File: src/rtl/debounce_4ch_pkg.sv
// rtl/debounce_4ch_pkg.sv - shared default and counter sizing for the debouncer
package debounce_4ch_pkg;

   localparam int CNT_MAX_DEFAULT = 4;

   // Width that holds 0..n-1; never narrower than one bit.
   function automatic int cnt_width(input int n);
      return (n < 2) ? 1 : $clog2(n);
   endfunction

endpackage

File: src/rtl/debounce_4ch_1ch.sv
// rtl/debounce_4ch_1ch.sv - one channel: synchronizer, persistence counter, level, press
module debounce_1ch
   import debounce_4ch_pkg::*;
#(
   parameter int CNT_MAX = CNT_MAX_DEFAULT
) (
   input  logic clk,
   input  logic rst,
   input  logic btn,
   output logic level,
   output logic press
);

   localparam int            W    = cnt_width(CNT_MAX);
   localparam logic [W-1:0]  LAST = W'(CNT_MAX - 1);

   logic         sync1;
   logic         sync2;
   logic [W-1:0] cnt;

   always_ff @(posedge clk or posedge rst) begin
      if (rst) begin
         sync1 <= 1'b0;
         sync2 <= 1'b0;
         cnt   <= '0;
         level <= 1'b0;
         press <= 1'b0;
      end else begin
         sync1 <= btn;
         sync2 <= sync1;
         press <= 1'b0;
         if (sync2 == level) begin
            cnt <= '0;
         end else if (cnt == LAST) begin
            // New level has persisted long enough; press only on a rising acceptance.
            level <= sync2;
            cnt   <= '0;
            press <= sync2;
         end else begin
            cnt <= cnt + W'(1);
         end
      end
   end

endmodule

File: src/rtl/debounce_4ch.sv
// rtl/debounce_4ch.sv - four independent debounced channels feeding the 4-to-2 encoder
module debounce_4ch
   import debounce_4ch_pkg::*;
#(
   parameter int CNT_MAX = CNT_MAX_DEFAULT
) (
   input  logic       clk,
   input  logic       rst,
   input  logic [3:0] btn_in,
   output logic [3:0] d_out,
   output logic [3:0] press
);

   for (genvar i = 0; i < 4; i++) begin : g_ch
      debounce_1ch #(.CNT_MAX(CNT_MAX)) u_ch (
         .clk   (clk),
         .rst   (rst),
         .btn   (btn_in[i]),
         .level (d_out[i]),
         .press (press[i])
      );
   end

endmodule

File: config.mk
export PLATFORM = sky130hd
export DESIGN_NAME = debounce_4ch
export DESIGN_NICKNAME = d
export VERILOG_FILES = /design/src/rtl/debounce_4ch_pkg.sv /design/src/rtl/debounce_4ch_1ch.sv /design/src/rtl/debounce_4ch.sv
export SDC_FILE = /design/constraint.sdc
export NUM_CORES = 1
export LEC_CHECK = 0
export ABC_AREA = 1
export CAP_MARGIN = 20
export CORE_MARGIN = 2
export CORE_UTILIZATION = 28
export CTS_CLUSTER_SIZE = 25
export DETAILED_ROUTE_END_ITERATION = 16
export GPL_ROUTABILITY_DRIVEN = 0
export PLACE_DENSITY_LB_ADDON = 0.12
export SETUP_SLACK_MARGIN = 0.1
export SLEW_MARGIN = 0
export SYNTH_ARGS = -nofsm -noshare
export SYNTH_HDL_FRONTEND = slang
export SYNTH_HIERARCHICAL = 1
export SYNTH_SLANG_ARGS = --single-unit
File: constraint.sdc
create_clock -name clk -period 2.1 [get_ports clk]
set_clock_uncertainty 0.05 [all_clocks]
set_input_delay 0.525 -clock clk [delete_from_list [all_inputs] [get_ports clk]]
set_output_delay 0.525 -clock clk [all_outputs]
set_load 0.02 [all_outputs]
Yosys cells after proc, flatten, opt, wreduce, memory -nomap -nowiden
Index checks and enable logic that the tools add are counted.
Operators by class
  add/subtract/negate cells: 4
  equality and inequality tests: 8
  muxes and demuxes: 16
  bitwise operators: 4
  reductions and logical operators: 4
Operators with widths (number)
  $mux 2: 8
  $add 2x1->2 const B: 4
  $eq 2x2->1 const B: 4
  $mux 1: 8
  $reduce_and 2->1: 4
  $eq 1x1->1: 4
  $not 1->1: 4
Word-level totals
  register bits: 24
  input bits: 6
  word-level logic and storage cells: 56

Logic depth before layout (Yosys ltp)
Gate-level depths: netlist of run 1.
  depth after elaboration: 3
  gate-level depth with buffers: 4

Hierarchy
Netlist of run 1, hierarchy kept.
Modules (own cells, without submodules)
  debounce_1ch: instances 4, cells an instance 20, area an instance 215.2 um2, seq. area each 150.1 um2

Worst setup path after synthesis of run 1
No wires, ideal clock.
  path type: register to output
  from: reg g_ch[0].u_ch.level
  to: out d_out[0]
  data arrival time: 0.451 ns
  setup slack: 1.074 ns
  stages on the path, launching flop included: 1
  path buffers: 0
  cell sequence: dfrtp_1
RTL lines
  start, declared: line debounce_4ch_1ch.sv:10  | output logic level,
  start signal, assigned: line debounce_4ch_1ch.sv:36  | level <= sync2;
  end, declared: line debounce_4ch.sv:10  | output logic [3:0] d_out,
No word-level cell between the ends.

Final worst setup path of run 1
  from: reg g_ch[2].u_ch.level
  to: out d_out[2]
RTL lines (line)
  start, declared: debounce_4ch_1ch.sv:10
  start signal, assigned: debounce_4ch_1ch.sv:36
No word-level cell between the ends.

==> results of run 1 <==
==> power by group through the flow <==
stage | logic [uW] | clock network [uW] | registers [uW]
finish | 366 | 327 | 638
global placement | 364 | 0 | 641
floorplan | 191 | 0 | 690
CTS | 376 | 344 | 641
global route | 428 | 360 | 660
detailed placement | 376 | 0 | 650
==> cells in the final DEF (no fill, tap or decap), drive strengths merged <==
| cell | Yosys | layout |
|---|---|---|
| bufinv | 0 | 1 |
| clkbuf | 0 | 3 |
| clkdlybuf4s50 | 0 | 12 |
| dfrtp | 24 | 24 |
| dlymetal6s2s | 0 | 1 |
| ha | 4 | 4 |
| inv | 16 | 16 |
| nand2 | 16 | 16 |
| nor2 | 12 | 12 |
| o21ai | 4 | 4 |
| or2 | 4 | 4 |
==> registers in the layout (all words and copies together), names as in the netlist <==
signal and count:
g_ch.u_ch/level 4, g_ch.u_ch/press 4, g_ch.u_ch/sync2 4, g_ch.u_ch/cnt 8, g_ch.u_ch/sync1 4
==> layer usage <==
metal,vias up,part of all wire
met3,2,0.056
met4,0,0.015
met1,240,0.48
li1,269,-
met5,-,0
met2,11,0.45
==> through the flow <==
step	utilization	power, uW	hold WS, ns	setup slack, ns
floorplan	-	881	0.266	1.07
global placement	0.347	1010	0.284	0.552
detailed placement	0.347	1030	0.290	0.535
CTS	0.364	1360	0.319	0.160
global route	0.365	1450	0.329	0.104
finish	0.365	1330	0.314	0.185
==> logic make-up after synthesis <==
| logic type | count (synthesis) | share of synthesized area |
|---|---|---|
| AO/OA/AOI/OAI | 4 | 0.0233 |
| adder cells (fa/ha/maj) | 4 | 0.0581 |
| buffers and inverters | 16 | 0.0698 |
| flip-flops | 24 | 0.698 |
| AND/OR/NAND/NOR | 32 | 0.151 |
==> how the worst max path moves through the flow <==
| stage | from | endpoint | slack, ns | depth (start not counted) |
|---|---|---|---|---|
| global route | g_ch[2].u_ch/level$_DFFE_PP0P_ | d_out[2] | 0.10 | 1 |
| CTS | g_ch[2].u_ch/level$_DFFE_PP0P_ | d_out[2] | 0.16 | 1 |
| global placement | g_ch[2].u_ch/level$_DFFE_PP0P_ | d_out[2] | 0.55 | 1 |
| detailed placement | g_ch[3].u_ch/level$_DFFE_PP0P_ | d_out[3] | 0.54 | 1 |
| floorplan | g_ch[0].u_ch/level$_DFFE_PP0P_ | d_out[0] | 1.07 | 0 |
| finish | g_ch[2].u_ch/level$_DFFE_PP0P_ | d_out[2] | 0.18 | 1 |
==> area by class of cell <==
cell class	count	area [sq um]
Sequential cell	24	601
Multi-Input combinational cell	40	200
Clock inverter	1	30.0
Fill cell	289	1890
Timing Repair Buffer	13	133
Tap cell	33	41.3
Clock buffer	3	22.5
Inverter	16	60.1
==> results.md, run 1 <==
- Max_slew headroom: 0.841
- Placed inst area: 1030 sq um
- Buffer and inverter count on the worst path: 1
- FF-to-FF setup slack: 1.03 ns
- Most used standard cell by instance count after synthesis: dfrtp_1
- Worst setup SP type: flop
- Kind of cell adding the most delay to the critical path: buffers and inverters
- Cell internal pwr: 937 uW
- Post-synth top cells: dfrtp_1, inv_1, nand2_1
- CP max FO: 4
- Initial Utilization: 0.289
- Synth area leaders: dfrtp_1, inv_1, nand2_1
- First-pass GRT wire length: 2.31 mm
- Fin. max-slew vios: 0
- Sink Count: 24
- Hold Startpoint: g_ch[2].u_ch/sync1$_DFF_PP0_
- Met2 usage: 0.135
- Final-stage net count: 108
- Sequential Power Share: 0.480
- CTS Buffer Depth: 2
- Final hold viol count: 0
- Max VDD drop: 0.430 mV
- Sequential-to-total area share from yosys stat: 0.698
- Clock power share: 0.245
- Core Region: 2980 sq um
- Post-route cell area: 1090 sq um
- Final TNS setup: 0 ns
- Placed Cells: 126
- Worst r2r dst: g_ch[3].u_ch/cnt[0]$_DFF_PP0_
- GR Layer Usage met3: 0.0524
- GR Overflow Total: 0
- Grt peak-use layer: met2
- I/O pin total: 14
- CTS-repair resized insts: 0
- Via Count: 522
- Reg-to-Reg Start: g_ch[3].u_ch/cnt[0]$_DFF_PP0_
- R2r worst-path depth: 3
- Largest net degree at the start of global routing: 15
- Die area: 3530 sq um
- Port bufs: 13
- Logic gate share of total power: 0.275
- CTS root buf: clkbuf_4
- Yosys cell types: 7
- Sw Share: 0.296
- Clk slew on worst S/H paths: 0.13 ns
- YS warnings: 6
- CP cell instances: clkdlybuf4s50_1
- Final min period: 1.92 ns
- Initial antenna violation count: 0
- Drt first-iter violations: 4
- Worst-Margin Slew: 0.239 ns
- Tcrit/Tclk final: 0.912
- Worst Path Required: 1.52 ns
- Largest area contributor in the netlist: dfrtp_1
- Slowest cell on the critical path: clkdlybuf4s50_1
- Number of global-route vias before repair: 538
- Dpl hpwl: 961 um
- Flop and latch count out of synthesis: 24
- Post-Syn Area: 861 sq um
- Synthesized Nets: 90
- Post-CTS Setup Repair Bufs: 0
- Asr flop ratio synth: 1.00
- Finished Layout Cells: 130
- CTS Buf Count: 3
- Antenna Cells: 0
- Worst hold-check path type: flop to flop
- Max_cap viols: 0
- Worst setup EP type: output port
- Drt drc: 0
- Layout cells sized above 1: 0.0412
- DRT Pass-1 Iters: 2
- Skew-Pair Late Insertion Delay: 0.31 ns
- Routed WL per cell: 9.38 um
- Total length of routed wires: 1.22 mm
- Leakage Power: 0.000579 uW
- # setup viols final: 0
- H-Tree Depth: 1
- EDFF count, synth: 0
- CTS tree: done
- Hold Crit Endpoint: g_ch[2].u_ch/sync2$_DFF_PP0_
- Status: finished clean
- Die width: 59.4 um
- Vias per inst: 4.02
- Power density cells: 1220 nW/um^2
- F_max: 522 MHz
- Mapped Cells: 80
- Synth Area per Inst: 10.8 sq um
- Delay of the slowest critical-path stage: 0.62 ns
- Hold_buf cts: 0
- Hold depth: 0
- Met1 Use GR: 0.110
- RSZ-0062 raised after global routing: false
- GRT Util Overall: 0.0908
- Chip height: 59.4 um
- CP Data Arrival Time: 1.34 ns
- Crit path kind: flop to output port
- Number of routed nets with antenna violations: 0
- Area growth from synthesis to layout: 26.3%
- # rows: 20
- Psw: 394 uW
- Top FF cell, synth: dfrtp_1
- Top-area cell type share of the netlist area: 0.698
No activity file was read; power rests on OpenSTA's default activity.
==> run 2: changes to the inputs <==
--- a/config.mk
+++ b/config.mk
@@ -8,7 +8,7 @@
 export ABC_AREA = 1
 export CAP_MARGIN = 20
 export CORE_MARGIN = 2
-export CORE_UTILIZATION = 28
+export CORE_UTILIZATION = 34
 export CTS_CLUSTER_SIZE = 25
 export DETAILED_ROUTE_END_ITERATION = 16
 export GPL_ROUTABILITY_DRIVEN = 0
==> results.md, run 2 (same netlist as run 1, synthesis figures left out) <==
- I/O pin total: 14 (unchanged)
- Die area: 2950 sq um (-17%)
- Drt drc: 0 (unchanged)
- CTS Buffer Depth: 2 (unchanged)
- Dpl hpwl: 904 um (-6.0%)
- Layout cells sized above 1: 0.0313 (-0.00999)
- Clk slew on worst S/H paths: 0.11 ns (-0.02 ns)
- Final-stage net count: 108 (unchanged)
- Placed inst area: 1030 sq um (-0.36%)
- Max_slew headroom: 0.848 (+0.00702)
- Total length of routed wires: 1.14 mm (-6.5%)
- CTS root buf: clkbuf_4
- Fin. max-slew vios: 0 (unchanged)
- CP max FO: 4 (unchanged)
- Final min period: 1.89 ns (-0.0241 ns)
- First-pass GRT wire length: 1.95 mm (-16%)
- CP cell instances: clkdlybuf4s50_1
- Leakage Power: 0.000552 uW (-4.7%)
- Post-route cell area: 1050 sq um (-3.3%)
- RSZ-0062 raised after global routing: false
- Number of routed nets with antenna violations: 0 (unchanged)
- Buffer and inverter count on the worst path: 1 (unchanged)
- Status: finished clean
- # rows: 18 (-10%)
- # setup viols final: 0 (unchanged)
- Hold WS: 0.310 ns (-0.00385 ns)
- Initial antenna violation count: 0 (unchanged)
- Final TNS setup: 0 ns (unchanged)
- H-Tree Depth: 1 (unchanged)
- Antenna Cells: 0 (unchanged)
- Max reg flops: 8 (unchanged)
- Power density cells: 1140 nW/um^2 (-6.9%)
- GR Overflow Total: 0 (unchanged)
- Worst setup EP type: output port
- Sink Count: 24 (unchanged)
- Chip height: 54.3 um (-8.6%)
- Most frequent cells in the layout: dfrtp_1, inv_1, nand2_1
- Kind of cell adding the most delay to the critical path: buffers and inverters
- Slowest cell on the critical path: clkdlybuf4s50_1
- Worst Path Required: 1.52 ns (about the same)
- Drt first-iter violations: 2 (-2)
- Max_cap viols: 0 (unchanged)
- Skew-Pair Late Insertion Delay: 0.29 ns (-0.02 ns)
- Worst setup SP type: flop
- Number of global-route vias before repair: 480 (-11%)
- Vias per inst: 4.18 (+4.2%)
- Hold_buf cts: 0 (unchanged)
- Initial Utilization: 0.354 (+0.0648)
- Worst-Margin Slew: 0.228 ns (-0.0105 ns)
- CTS Buf Count: 3 (unchanged)
- GRT Util Overall: 0.0958 (+0.00499)
- Routed WL per cell: 9.06 um (-3.5%)
- Port bufs: 13 (unchanged)
- DRT Pass-1 Iters: 3 (+1)
- Largest Register: g_ch.u_ch/cnt
- Worst hold-check path type: flop to flop
- Pre-CTS setup slack: 0.539 ns (+0.00317 ns)
- Post-CTS Setup Repair Bufs: 0 (unchanged)
- Final worst slack: 0.209 ns (+0.0241 ns)
- Max VDD drop: 0.586 mV (+36%)
- Fin util: 0.432 (+0.0670)
- Tcrit/Tclk final: 0.900 (-0.0115)
- Via Count: 527 (+0.96%)
- Final hold viol count: 0 (unchanged)
- Largest net degree at the start of global routing: 13 (-2)
- Area growth from synthesis to layout: 22.1%
- Die width: 54.3 um (-8.6%)
- CTS tree: done
- Crit path kind: flop to output port
- Delay of the slowest critical-path stage: 0.62 ns (about the same)
- CTS-repair resized insts: 0 (unchanged)
- Core Region: 2430 sq um (-18%)
- F_max: 529 MHz (+1.3%)
- Most common cell after layout, fill and taps aside: dfrtp_1
- CP Data Arrival Time: 1.32 ns (-0.02 ns)
run 2: report_power, final:
part	leakage, uW	internal [uW]	total [uW]	switching (uW)
logic	0.000237	172	375	203
clock network	0.0000138	66.8	186	120
registers	0.000301	575	636	60.2
total	0.000552	814	1200	383
run 2: area by class of cell:
class / count / area (sq um)
multi-input cells: 40 / 200
well taps: 30 / 37.5
fillers: 235 / 1380
clock buffers: 3 / 22.5
flip-flops and latches: 24 / 601
inverters: 16 / 60.1
repair buffers: 13 / 130
run 2: path summary, 6_finish.rpt:
path                            slack [ns]  depth (start not counted)                              to                           start
worst max-delay path                  0.21                          1                        d_out[3]  g_ch[3].u_ch/level$_DFFE_PP0P_
worst min-delay path                  0.31                          0    g_ch[2].u_ch/sync2$_DFF_PP0_    g_ch[2].u_ch/sync1$_DFF_PP0_
worst max register to register        1.04                          3   g_ch[0].u_ch/cnt[0]$_DFF_PP0_   g_ch[0].u_ch/cnt[0]$_DFF_PP0_
worst min register to register        0.31                          0    g_ch[2].u_ch/sync2$_DFF_PP0_    g_ch[2].u_ch/sync1$_DFF_PP0_
max in group asynchronous             1.32                          2   g_ch[2].u_ch/cnt[0]$_DFF_PP0_                             rst
min in group asynchronous             0.49                          2  g_ch[1].u_ch/level$_DFFE_PP0P_                             rst
run 2: per-stage QoR:
stage	power (uW)	cells
final	1200	126
after global routing	1290	126
after floorplan	881	80
after CTS	1220	126
after detailed placement	1030	123
after global placement	1010	123
run 2: routing by layer:
layer | part of all wire | vias up | global-route usage
met4 | 0.013 | 0 | 0.0750
met5 | 0 | - | 0
li1 | - | 266 | -
met2 | 0.48 | 7 | 0.151
met3 | 0.039 | 2 | 0.0246
met1 | 0.47 | 252 | 0.111
==> run 3: changes to the inputs <==
--- a/config.mk
+++ b/config.mk
@@ -12,6 +12,7 @@
 export CTS_CLUSTER_SIZE = 25
 export DETAILED_ROUTE_END_ITERATION = 16
 export GPL_ROUTABILITY_DRIVEN = 0
+export MAX_ROUTING_LAYER = met4
 export PLACE_DENSITY_LB_ADDON = 0.12
 export SETUP_SLACK_MARGIN = 0.1
 export SLEW_MARGIN = 0
==> results.md, run 3 (same netlist as run 1, synthesis figures left out) <==
- Logic gate share of total power: 0.313 (about the same)
- Number of routed nets with antenna violations: 0 (unchanged)
- Worst hold-check path type: flop to flop
- Max_slew headroom: 0.848 (unchanged)
- H-Tree Depth: 1 (unchanged)
- Sequential Power Share: 0.531 (about the same)
- Max reg flops: 8 (unchanged)
- CTS tree: done
- Final min period: 1.89 ns (unchanged)
- Port bufs: 13 (unchanged)
- DRT Pass-1 Iters: 3 (unchanged)
- Fin. max-slew vios: 0 (unchanged)
- Sw Share: 0.320 (unchanged)
- CP max FO: 4 (unchanged)
- Drt drc: 0 (unchanged)
- Clock power share: 0.156 (about the same)
- # setup viols final: 0 (unchanged)
- Buffer and inverter count on the worst path: 1 (unchanged)
- Crit path kind: flop to output port
- RSZ-0062 raised after global routing: false
- Final TNS setup: 0 ns (unchanged)
- Placed inst area: 1030 sq um (unchanged)
- Post-CTS Setup Repair Bufs: 0 (unchanged)
- Total length of routed wires: 1.14 mm (unchanged)
- Largest net degree at the start of global routing: 13 (unchanged)
- Status: finished clean
- Slowest cell on the critical path: clkdlybuf4s50_1
- Fin util: 0.432 (unchanged)
- Max_cap viols: 0 (unchanged)
- Area growth from synthesis to layout: 22.1% (unchanged)
- Leakage Power: 0.000552 uW (unchanged)
- Dpl hpwl: 904 um (unchanged)
- I/O pin total: 14 (unchanged)
- Routed WL per cell: 9.06 um (unchanged)
- Kind of cell adding the most delay to the critical path: buffers and inverters
- GRT Util Overall: 0.0986 (+0.00275)
- GR Overflow Total: 0 (unchanged)
- Initial antenna violation count: 0 (unchanged)
- Worst Path Required: 1.52 ns (about the same)
- Skew-Pair Late Insertion Delay: 0.29 ns (about the same)
- Chip height: 54.3 um (unchanged)
- CTS Buf Count: 3 (unchanged)
- Largest Register: g_ch.u_ch/cnt
- Drt first-iter violations: 2 (unchanged)
- CTS root buf: clkbuf_4
- Final hold viol count: 0 (unchanged)
- Layout cells sized above 1: 0.0313 (unchanged)
- Number of global-route vias before repair: 479 (-0.21%)
- Most frequent cells in the layout: dfrtp_1, inv_1, nand2_1
- Worst-Margin Slew: 0.228 ns (unchanged)
- CTS Buffer Depth: 2 (unchanged)
- Die area: 2950 sq um (unchanged)
- Cell internal pwr: 814 uW (about the same)
- Vias per inst: 4.18 (unchanged)
- Antenna Cells: 0 (unchanged)
- Hold_buf cts: 0 (unchanged)
- Most common cell after layout, fill and taps aside: dfrtp_1
- Core Region: 2430 sq um (unchanged)
- # rows: 18 (unchanged)
- Finished Layout Cells: 126 (unchanged)
- Post-route cell area: 1050 sq um (unchanged)
- Power density cells: 1140 nW/um^2 (unchanged)
- Psw: 383 uW (unchanged)
- First-pass GRT wire length: 1.95 mm (+0.36%)
- CTS-repair resized insts: 0 (unchanged)
- Placed Cells: 123 (unchanged)
- Max VDD drop: 0.586 mV (about the same)
- Clk slew on worst S/H paths: 0.11 ns (about the same)
- Sink Count: 24 (unchanged)
- F_max: 529 MHz (unchanged)
- Die width: 54.3 um (unchanged)
- Final-stage net count: 108 (unchanged)
- CP cell instances: clkdlybuf4s50_1
- Delay of the slowest critical-path stage: 0.62 ns (about the same)
- Worst setup SP type: flop
- CP Data Arrival Time: 1.32 ns (about the same)
- Initial Utilization: 0.354 (unchanged)
- Worst setup EP type: output port
- Via Count: 527 (unchanged)
- Tcrit/Tclk final: 0.900 (unchanged)
-- run 3: cell counts in the layout (fill, tap and decap cells not counted) --
No cell type changed its count.
-- run 3: final timing paths --
kind                            cells past startpoint  slack, ns                              to                           start
max in group asynchronous                           2       1.32   g_ch[2].u_ch/cnt[0]$_DFF_PP0_                             rst
worst min-delay path                                0       0.31    g_ch[2].u_ch/sync2$_DFF_PP0_    g_ch[2].u_ch/sync1$_DFF_PP0_
worst max register to register                      3       1.04   g_ch[0].u_ch/cnt[0]$_DFF_PP0_   g_ch[0].u_ch/cnt[0]$_DFF_PP0_
worst min register to register                      0       0.31    g_ch[2].u_ch/sync2$_DFF_PP0_    g_ch[2].u_ch/sync1$_DFF_PP0_
min in group asynchronous                           2       0.49  g_ch[1].u_ch/level$_DFFE_PP0P_                             rst
worst max-delay path                                1       0.21                        d_out[3]  g_ch[3].u_ch/level$_DFFE_PP0P_
-- run 3: layout make-up --
| cell class | instances | area [sq um] |
|---|---|---|
| fill | 235 | 1380 |
| sequential | 24 | 601 |
| multi-input combinational | 40 | 200 |
| timing repair buffer | 13 | 130 |
| inverter | 16 | 60.1 |
| tap | 30 | 37.5 |
| clock buffer | 3 | 22.5 |
-- run 3: power groups by stage --
stage / clock network (uW) / logic (uW) / registers, uW
2_1_floorplan: 0 / 191 / 690
3_3_place_gp: 0 / 365 / 641
3_5_place_dp: 0 / 380 / 648
4_1_cts: 201 / 383 / 637
5_1_grt: 215 / 429 / 648
6_report: 186 / 375 / 636
-- run 3: routing by layer --
layer  wire length, um  global-route usage  vias up
met5                 0                   -        -
li1                  -                   -      266
met2               545               0.151        7
met4                15              0.0750        0
met3                45              0.0246        2
met1               534               0.111      252
-- run 3: through the flow --
| step | total power (uW) | hold WS [ns] | setup WS, ns |
|---|---|---|---|
| after floorplan | 881 | 0.266 | 1.07 |
| after global placement | 1010 | 0.282 | 0.561 |
| after detailed placement | 1030 | 0.286 | 0.539 |
| after CTS | 1220 | 0.314 | 0.187 |
| after global routing | 1290 | 0.317 | 0.137 |
| final | 1200 | 0.310 | 0.209 |
